==> src/rtl/tiny_img_pkg.sv <==
// Shared definitions for the tiny image pipeline: frame geometry of the
// inference engine, the downsampler state type and small helpers.
package tiny_img_pkg;

  localparam int IMG_W    = 32;
  localparam int IMG_H    = 32;
  localparam int IMG_SIZE = IMG_W * IMG_H;
  localparam int PIX_W    = 8;

  typedef enum logic [1:0] {
    IDLE   = 2'd0,
    ACTIVE = 2'd1,
    DROP   = 2'd2
  } ds_state_t;

  // Saturating 8-bit increment: holds at 255 instead of wrapping.
  function automatic logic [7:0] sat_inc8(input logic [7:0] v);
    return (v == 8'hFF) ? v : v + 8'd1;
  endfunction

endpackage

==> src/rtl/ds_line_buffer.sv <==
// One line of horizontal pair sums, written on even source rows and read
// back on the following odd row. Register array, write on the clock edge,
// combinational read at the same address. Contents are never cleared: every
// entry is rewritten on an even row before it is read on the odd row.
module ds_line_buffer #(
  parameter int DEPTH  = 32,
  parameter int WIDTH  = 9,
  parameter int ADDR_W = 5
) (
  input  logic              clk,
  input  logic              we,
  input  logic [ADDR_W-1:0] addr,
  input  logic [WIDTH-1:0]  wdata,
  output logic [WIDTH-1:0]  rdata
);

  logic [WIDTH-1:0] mem [DEPTH];

  // Store one horizontal pair sum per output column.
  always_ff @(posedge clk) begin
    if (we) begin
      mem[addr] <= wdata;
    end
  end

  assign rdata = mem[addr];

endmodule

==> src/rtl/image_downsampler_2x2.sv <==
// 2x2 box-average downsampler feeding the CNN inference engine. Consumes a
// raster grayscale stream, emits one rounded average per 2x2 block, and
// skips whole frames when the engine is busy at start of frame.
module image_downsampler_2x2 #(
  parameter int SRC_W = 64,
  parameter int SRC_H = 64,
  parameter int PIX_W = 8
) (
  input  logic             clk,
  input  logic             rst_n,
  input  logic [PIX_W-1:0] src_pixel,
  input  logic             src_valid,
  input  logic             src_sof,
  input  logic             dst_busy,
  output logic [PIX_W-1:0] pixel_out,
  output logic             pixel_valid,
  output logic             frame_start,
  output logic             frame_done,
  output logic [7:0]       frames_dropped,
  output logic             sync_err
);

  import tiny_img_pkg::ds_state_t;
  import tiny_img_pkg::IDLE;
  import tiny_img_pkg::ACTIVE;
  import tiny_img_pkg::DROP;
  import tiny_img_pkg::sat_inc8;

  localparam int DST_W   = SRC_W / 2;
  localparam int DST_H   = SRC_H / 2;
  localparam int COL_W   = $clog2(SRC_W);
  localparam int ROW_W   = $clog2(SRC_H);
  localparam int ADDR_W  = COL_W - 1;
  localparam int OUT_N   = DST_W * DST_H;
  localparam int OUT_W   = (OUT_N > 1) ? $clog2(OUT_N) : 1;
  localparam int HSUM_W  = PIX_W + 1;
  localparam int SUM_W   = PIX_W + 2;

  ds_state_t          state_reg;
  logic [COL_W-1:0]   col_reg;
  logic [ROW_W-1:0]   row_reg;
  logic [PIX_W-1:0]   h_reg;
  logic [OUT_W-1:0]   out_cnt_reg;

  logic [COL_W-1:0]   cur_col;
  logic [ROW_W-1:0]   cur_row;
  logic               accept;
  logic               proc_active;
  logic               last_col;
  logic               last_pix;
  logic [HSUM_W-1:0]  hsum;
  logic [HSUM_W-1:0]  lbuf_rd;
  logic               lbuf_we;
  logic [SUM_W-1:0]   sum_rnd;

  // Position and datapath values for the pixel presented this cycle; a sof
  // pixel is always treated as (0,0) regardless of where the counters are.
  always_comb begin
    cur_col     = src_sof ? '0 : col_reg;
    cur_row     = src_sof ? '0 : row_reg;
    accept      = src_valid && (src_sof || (state_reg != IDLE));
    proc_active = src_valid && (src_sof ? !dst_busy : (state_reg == ACTIVE));
    last_col    = (cur_col == COL_W'(SRC_W - 1));
    last_pix    = last_col && (cur_row == ROW_W'(SRC_H - 1));
    hsum        = {1'b0, h_reg} + {1'b0, src_pixel};
    lbuf_we     = proc_active && cur_col[0] && !cur_row[0];
    sum_rnd     = {1'b0, lbuf_rd} + {1'b0, hsum} + SUM_W'(2);
  end

  ds_line_buffer #(
    .DEPTH  (DST_W),
    .WIDTH  (HSUM_W),
    .ADDR_W (ADDR_W)
  ) u_lbuf (
    .clk   (clk),
    .we    (lbuf_we),
    .addr  (cur_col[COL_W-1:1]),
    .wdata (hsum),
    .rdata (lbuf_rd)
  );

  // Frame FSM, position counters, averaging output and status pulses.
  always_ff @(posedge clk or negedge rst_n) begin
    if (!rst_n) begin
      state_reg      <= IDLE;
      col_reg        <= '0;
      row_reg        <= '0;
      h_reg          <= '0;
      out_cnt_reg    <= '0;
      pixel_out      <= '0;
      pixel_valid    <= 1'b0;
      frame_start    <= 1'b0;
      frame_done     <= 1'b0;
      frames_dropped <= '0;
      sync_err       <= 1'b0;
    end else begin
      pixel_valid <= 1'b0;
      frame_start <= 1'b0;
      frame_done  <= 1'b0;
      sync_err    <= 1'b0;

      if (accept) begin
        // Start of frame: busy is looked at only here; a sof that lands
        // mid-frame abandons the current frame and restarts at (0,0).
        if (src_sof) begin
          if (state_reg != IDLE) begin
            sync_err <= 1'b1;
          end
          out_cnt_reg <= '0;
          if (dst_busy) begin
            state_reg      <= DROP;
            frames_dropped <= sat_inc8(frames_dropped);
          end else begin
            state_reg   <= ACTIVE;
            frame_start <= 1'b1;
          end
        end

        // Raster position advance; the final pixel returns to IDLE.
        if (last_col) begin
          col_reg <= '0;
          if (last_pix) begin
            row_reg   <= '0;
            state_reg <= IDLE;
          end else begin
            row_reg <= cur_row + ROW_W'(1);
          end
        end else begin
          col_reg <= cur_col + COL_W'(1);
          row_reg <= cur_row;
        end

        // Averaging: even column is held, odd column closes a pair; odd
        // rows combine the pair with the one stored from the row above.
        if (proc_active) begin
          if (!cur_col[0]) begin
            h_reg <= src_pixel;
          end else if (cur_row[0]) begin
            pixel_out   <= PIX_W'(sum_rnd >> 2);
            pixel_valid <= 1'b1;
            out_cnt_reg <= out_cnt_reg + OUT_W'(1);
            if (out_cnt_reg == OUT_W'(OUT_N - 1)) begin
              frame_done <= 1'b1;
            end
          end
        end
      end
    end
  end

endmodule

==> config.mk <==
export PLATFORM = sky130hd
export DESIGN_NAME = image_downsampler_2x2
export DESIGN_NICKNAME = d
export VERILOG_FILES = /design/src/rtl/tiny_img_pkg.sv /design/src/rtl/ds_line_buffer.sv /design/src/rtl/image_downsampler_2x2.sv
export SDC_FILE = /design/constraint.sdc
export NUM_CORES = 1
export LEC_CHECK = 0
export BUFFER_PORTS_ARGS = -buffer_cell sky130_fd_sc_hd__buf_2
export CAP_MARGIN = 20
export CORE_MARGIN = 3
export CORE_UTILIZATION = 48
export DETAILED_ROUTE_END_ITERATION = 12
export HOLD_SLACK_MARGIN = 0.08
export PLACE_DENSITY_LB_ADDON = 0.25
export SETUP_SLACK_MARGIN = 0.02
export SYNTH_ARGS = -nofsm -noshare
export SYNTH_HDL_FRONTEND = slang
export SYNTH_SLANG_ARGS = --single-unit
export TNS_END_PERCENT = 100
==> constraint.sdc <==
create_clock -name clk -period 5 [get_ports clk]
set_input_delay 1.25 -clock clk [delete_from_list [all_inputs] [get_ports clk]]
set_output_delay 1.25 -clock clk [all_outputs]
set_load 0.05 [all_outputs]
==> results.json <==
{
  "place_hpwl_um": 21800,
  "finalPower_mw": 8.26,
  "synth-edff-count": 288,
  "antenna_found_initial": 0,
  "cts_sinks": 340,
  "post_cts_buffers": 0,
  "core_area_mm2": 0.0282,
  "ant_nets": 0,
  "r2r_setup_slack_ns": 0.53,
  "nNetsFinal": 1089,
  "fin_util_pct": 56.9,
  "synth_area_mm2": 0.0140,
  "drt-wirelength-per-cell_um": 23.4,
  "status": "completed",
  "arrival_ns": 4.99,
  "power_leakage_nw": 5.57,
  "final.setup_skew_ns": 0.0184,
  "setup_viol": 0,
  "first_pass_iters": 6,
  "fin_crit_ns": 4.60,
  "synth_area_leaders": "edfxtp_1 62%, dfrtp_1 9.3%, o22ai_1 4.7%",
  "root_buffer": "clkbuf_16",
  "ys_warn_count": 0,
  "critPathLaunch": "src_sof",
  "endpoint_kind": "flip-flop",
  "cp-start-kind": "input pin",
  "start_util_pct": 49.5,
  "grt_max_degree": 53,
  "io_pins": 33,
  "critPathRequiredTime_ns": 5.39,
  "cts.path.max_buffers": 3,
  "critPathCapture": "pixel_out[7]$_DFFE_PN0P_",
  "ys_seq_elements": 340,
  "synthCells": 977,
  "gp_congestion": 0.896,
  "grt_pass1_vias": 8538,
  "report.final.slew_viol_count": 0,
  "placed_cells": 1385,
  "whs_ns": 0.481,
  "worstMarginPinSlew_ns": 0.990,
  "max_slew_margin_pct": 33.8,
  "num_antenna_cells": 0,
  "min_path_type": "flip-flop to flip-flop",
  "rsz0062_at_grt": "no",
  "synth_ff_type": "edfxtp_1",
  "synth_nets": 1019,
  "fmax_mhz": 218,
  "drt-vias-per-instance": 5.97,
  "grt.total_usage_pct": 22.0,
  "overflow": 0,
  "multiInputGateArea_mm2": 0.00377,
  "post_cts_resized": 0,
  "vias": 8672,
  "die_area_mm2": 0.0312,
  "cts_inserted_buffers": 37,
  "fill_cells": 2242,
  "p_per_area_mw_per_mm2": 514,
  "layout-drive-gt1-share_pct": 15.0,
  "cap_violations": 0,
  "synth-async-reset-ratio_pct": 15.3,
  "dieWidth_um": 177,
  "largest_register_ffs": 288,
  "die_h_um": 177,
  "synth_top_cell_by_area": "edfxtp_1",
  "grt_first_pass_wirelength_um": 52000,
  "setup_tns_ns": 0,
  "ys_seq_area_share_pct": 71.2,
  "clkLatencyLatePin_ns": 0.52,
  "rows": 61,
  "port-buffer-count": 32,
  "cts-hold-fix-buffers": 0,
  "clk_pin_slew_ns": 0.05,
  "critical_path_class": "input pin to flip-flop",
  "seqCellArea_mm2": 0.00995,
  "ir_drop_mv": 0.301,
  "drtIter0Drc": 995,
  "worstRegToRegCells": 20,
  "hold_viol_final": 0,
  "htree_levels": 2,
  "rr_startpoint": "col_reg[1]$_DFFE_PN0P_",
  "synth.avg_cell_area_um2": 14.3,
  "yosysTopAreaCellShare_pct": 61.9,
  "layoutNonFillerInstCount": 1453,
  "wl_um": 34100,
  "area_growth_pct": 14.9,
  "ys_types": 63,
  "drc": 0,
  "cts_tree": "done",
  "timing.rr.end": "pixel_out[7]$_DFFE_PN0P_",
  "min_period_over_period_pct": 91.9,
  "cp_max_fo": 6
}
-- cell type report --
class / count / share of cell area, %
clock inverter: 19 / 1.41
timing repair buffer: 83 / 3.48
clock buffer: 48 / 6.29
multi-input combinational: 568 / 23.5
inverter: 17 / 0.397
sequential: 340 / 62.0
tap: 378 / 2.95
-- synthesized netlist by cell type (3+ instances only) --
| library cell | instances |
|---|---|
| mux4_2 | 9 |
| buf_6 | 3 |
| o21ai_1 | 21 |
| o31ai_1 | 3 |
| o21ai_0 | 38 |
| o22ai_1 | 106 |
| inv_1 | 16 |
| mux2i_1 | 26 |
| or3_1 | 7 |
| nand3_1 | 16 |
| a21oi_1 | 34 |
| a21o_1 | 3 |
| clkbuf_1 | 29 |
| a211oi_1 | 6 |
| buf_2 | 10 |
| nand2b_1 | 9 |
| edfxtp_1 | 288 |
| nand2_1 | 53 |
| nor3b_1 | 4 |
| ha_1 | 27 |
| xnor2_1 | 14 |
| nor2_1 | 93 |
| mux2_1 | 8 |
| dfrtp_1 | 52 |
| a22o_1 | 3 |
| nor2b_1 | 7 |
| nand4_1 | 10 |
| nor4_1 | 4 |
| and3_1 | 5 |
| buf_1 | 8 |
| o21bai_1 | 5 |
| nor3_1 | 9 |
| xor2_1 | 13 |
-- worst min-delay path by stage --
stage | endpoint | start | slack (ns) | depth (start not counted)
floorplan | h_reg[0]$_DFFE_PN0P_ | h_reg[0]$_DFFE_PN0P_ | 0.47 | 1
global placement | pixel_out[0]$_DFFE_PN0P_ | pixel_out[0]$_DFFE_PN0P_ | 0.47 | 2
detailed placement | pixel_out[3]$_DFFE_PN0P_ | pixel_out[3]$_DFFE_PN0P_ | 0.48 | 2
CTS | pixel_out[3]$_DFFE_PN0P_ | pixel_out[3]$_DFFE_PN0P_ | 0.49 | 2
global route | frames_dropped[7]$_DFFE_PN0P_ | frames_dropped[7]$_DFFE_PN0P_ | 0.51 | 1
finish | pixel_out[3]$_DFFE_PN0P_ | pixel_out[3]$_DFFE_PN0P_ | 0.48 | 2
-- cell families after synthesis --
kind of cell	Yosys count	share of synthesized area, %
AO/OA/AOI/OAI	241	10.6
multiplexers	46	4.31
XOR/XNOR	27	1.69
buffers and inverters	69	2.16
flip-flops	340	71.2
adder cells (fa/ha/maj)	29	2.70
AND/OR/NAND/NOR	225	7.37
-- metrics by stage --
step,worst slack [ns],instance area (um^2)
finish,0.403,16100
global route,0.0218,16100
CTS,0.492,16000
detailed placement,0.00216,14800
global placement,0.0473,14800
floorplan,0.146,14000
-- worst max-delay path, stage by stage --
cell	delay, ns
buf_2	0.16
o21ba_2	0.33
o22ai_1	0.12
o21ai_1	0.15
nand2_1	0.07
a2111oi_0	0.46
buf_4	0.20
a41oi_1	0.05
ha_1	0.32
inv_1	0.04
o311ai_1	0.08
nor2_1	0.14
fa_1	0.47
a21o_1	0.20
a21oi_1	0.21
o21ai_1	0.08
a21oi_1	0.19
o21bai_1	0.08
a21oi_1	0.17
xor2_1	0.15
o21ai_1	0.07
-- cells in the final DEF (no fill, tap or decap), types with 3 or more instances in the layout --
cell / netlist / layout
and3_1: 5 / 5
nor3_1: 9 / 9
nand2_1: 53 / 53
a22o_1: 3 / 3
nor2b_1: 7 / 7
clkbuf_16: 0 / 39
nand3_1: 16 / 16
nand4_1: 10 / 10
a211oi_1: 6 / 6
or3_1: 7 / 7
o21ai_0: 38 / 38
edfxtp_1: 288 / 288
buf_2: 10 / 32
nand2b_1: 9 / 9
mux4_2: 9 / 9
clkinv_1: 0 / 5
a21oi_1: 34 / 34
mux2i_1: 26 / 26
bufinv_16: 0 / 5
a21o_1: 3 / 3
ha_1: 27 / 27
buf_4: 2 / 49
clkbuf_1: 29 / 9
o21ai_1: 21 / 21
dfrtp_1: 52 / 51
o31ai_1: 3 / 3
nor2_1: 93 / 93
nor3b_1: 4 / 4
nor4_1: 4 / 4
xor2_1: 13 / 12
clkinv_2: 0 / 6
o22ai_1: 106 / 106
xnor2_1: 14 / 9
inv_1: 16 / 16
mux2_1: 8 / 8
xnor2_2: 0 / 5
o21bai_1: 5 / 5
-- layer usage --
layer  vias up  routed length [um]  part of all wire [%]  track usage [%]
li1       3915                   -                     -                -
met1      4306               14200                    42             30.8
met2       378               16200                    48             35.5
met3        73                2530                   7.4             3.78
met4         0                1140                   3.3             7.00
met5         -                   0                     0                0
-- report_power, final --
group / total, mW / switching, mW / internal [mW] / leakage (nW)
Sequential: 3.63 / 0.0578 / 3.57 / 3.28
Clock: 2.77 / 1.08 / 1.69 / 0.604
Combinational: 1.86 / 1.27 / 0.590 / 1.68
Total: 8.26 / 2.40 / 5.85 / 5.57
(Power assumes the default switching activity.)
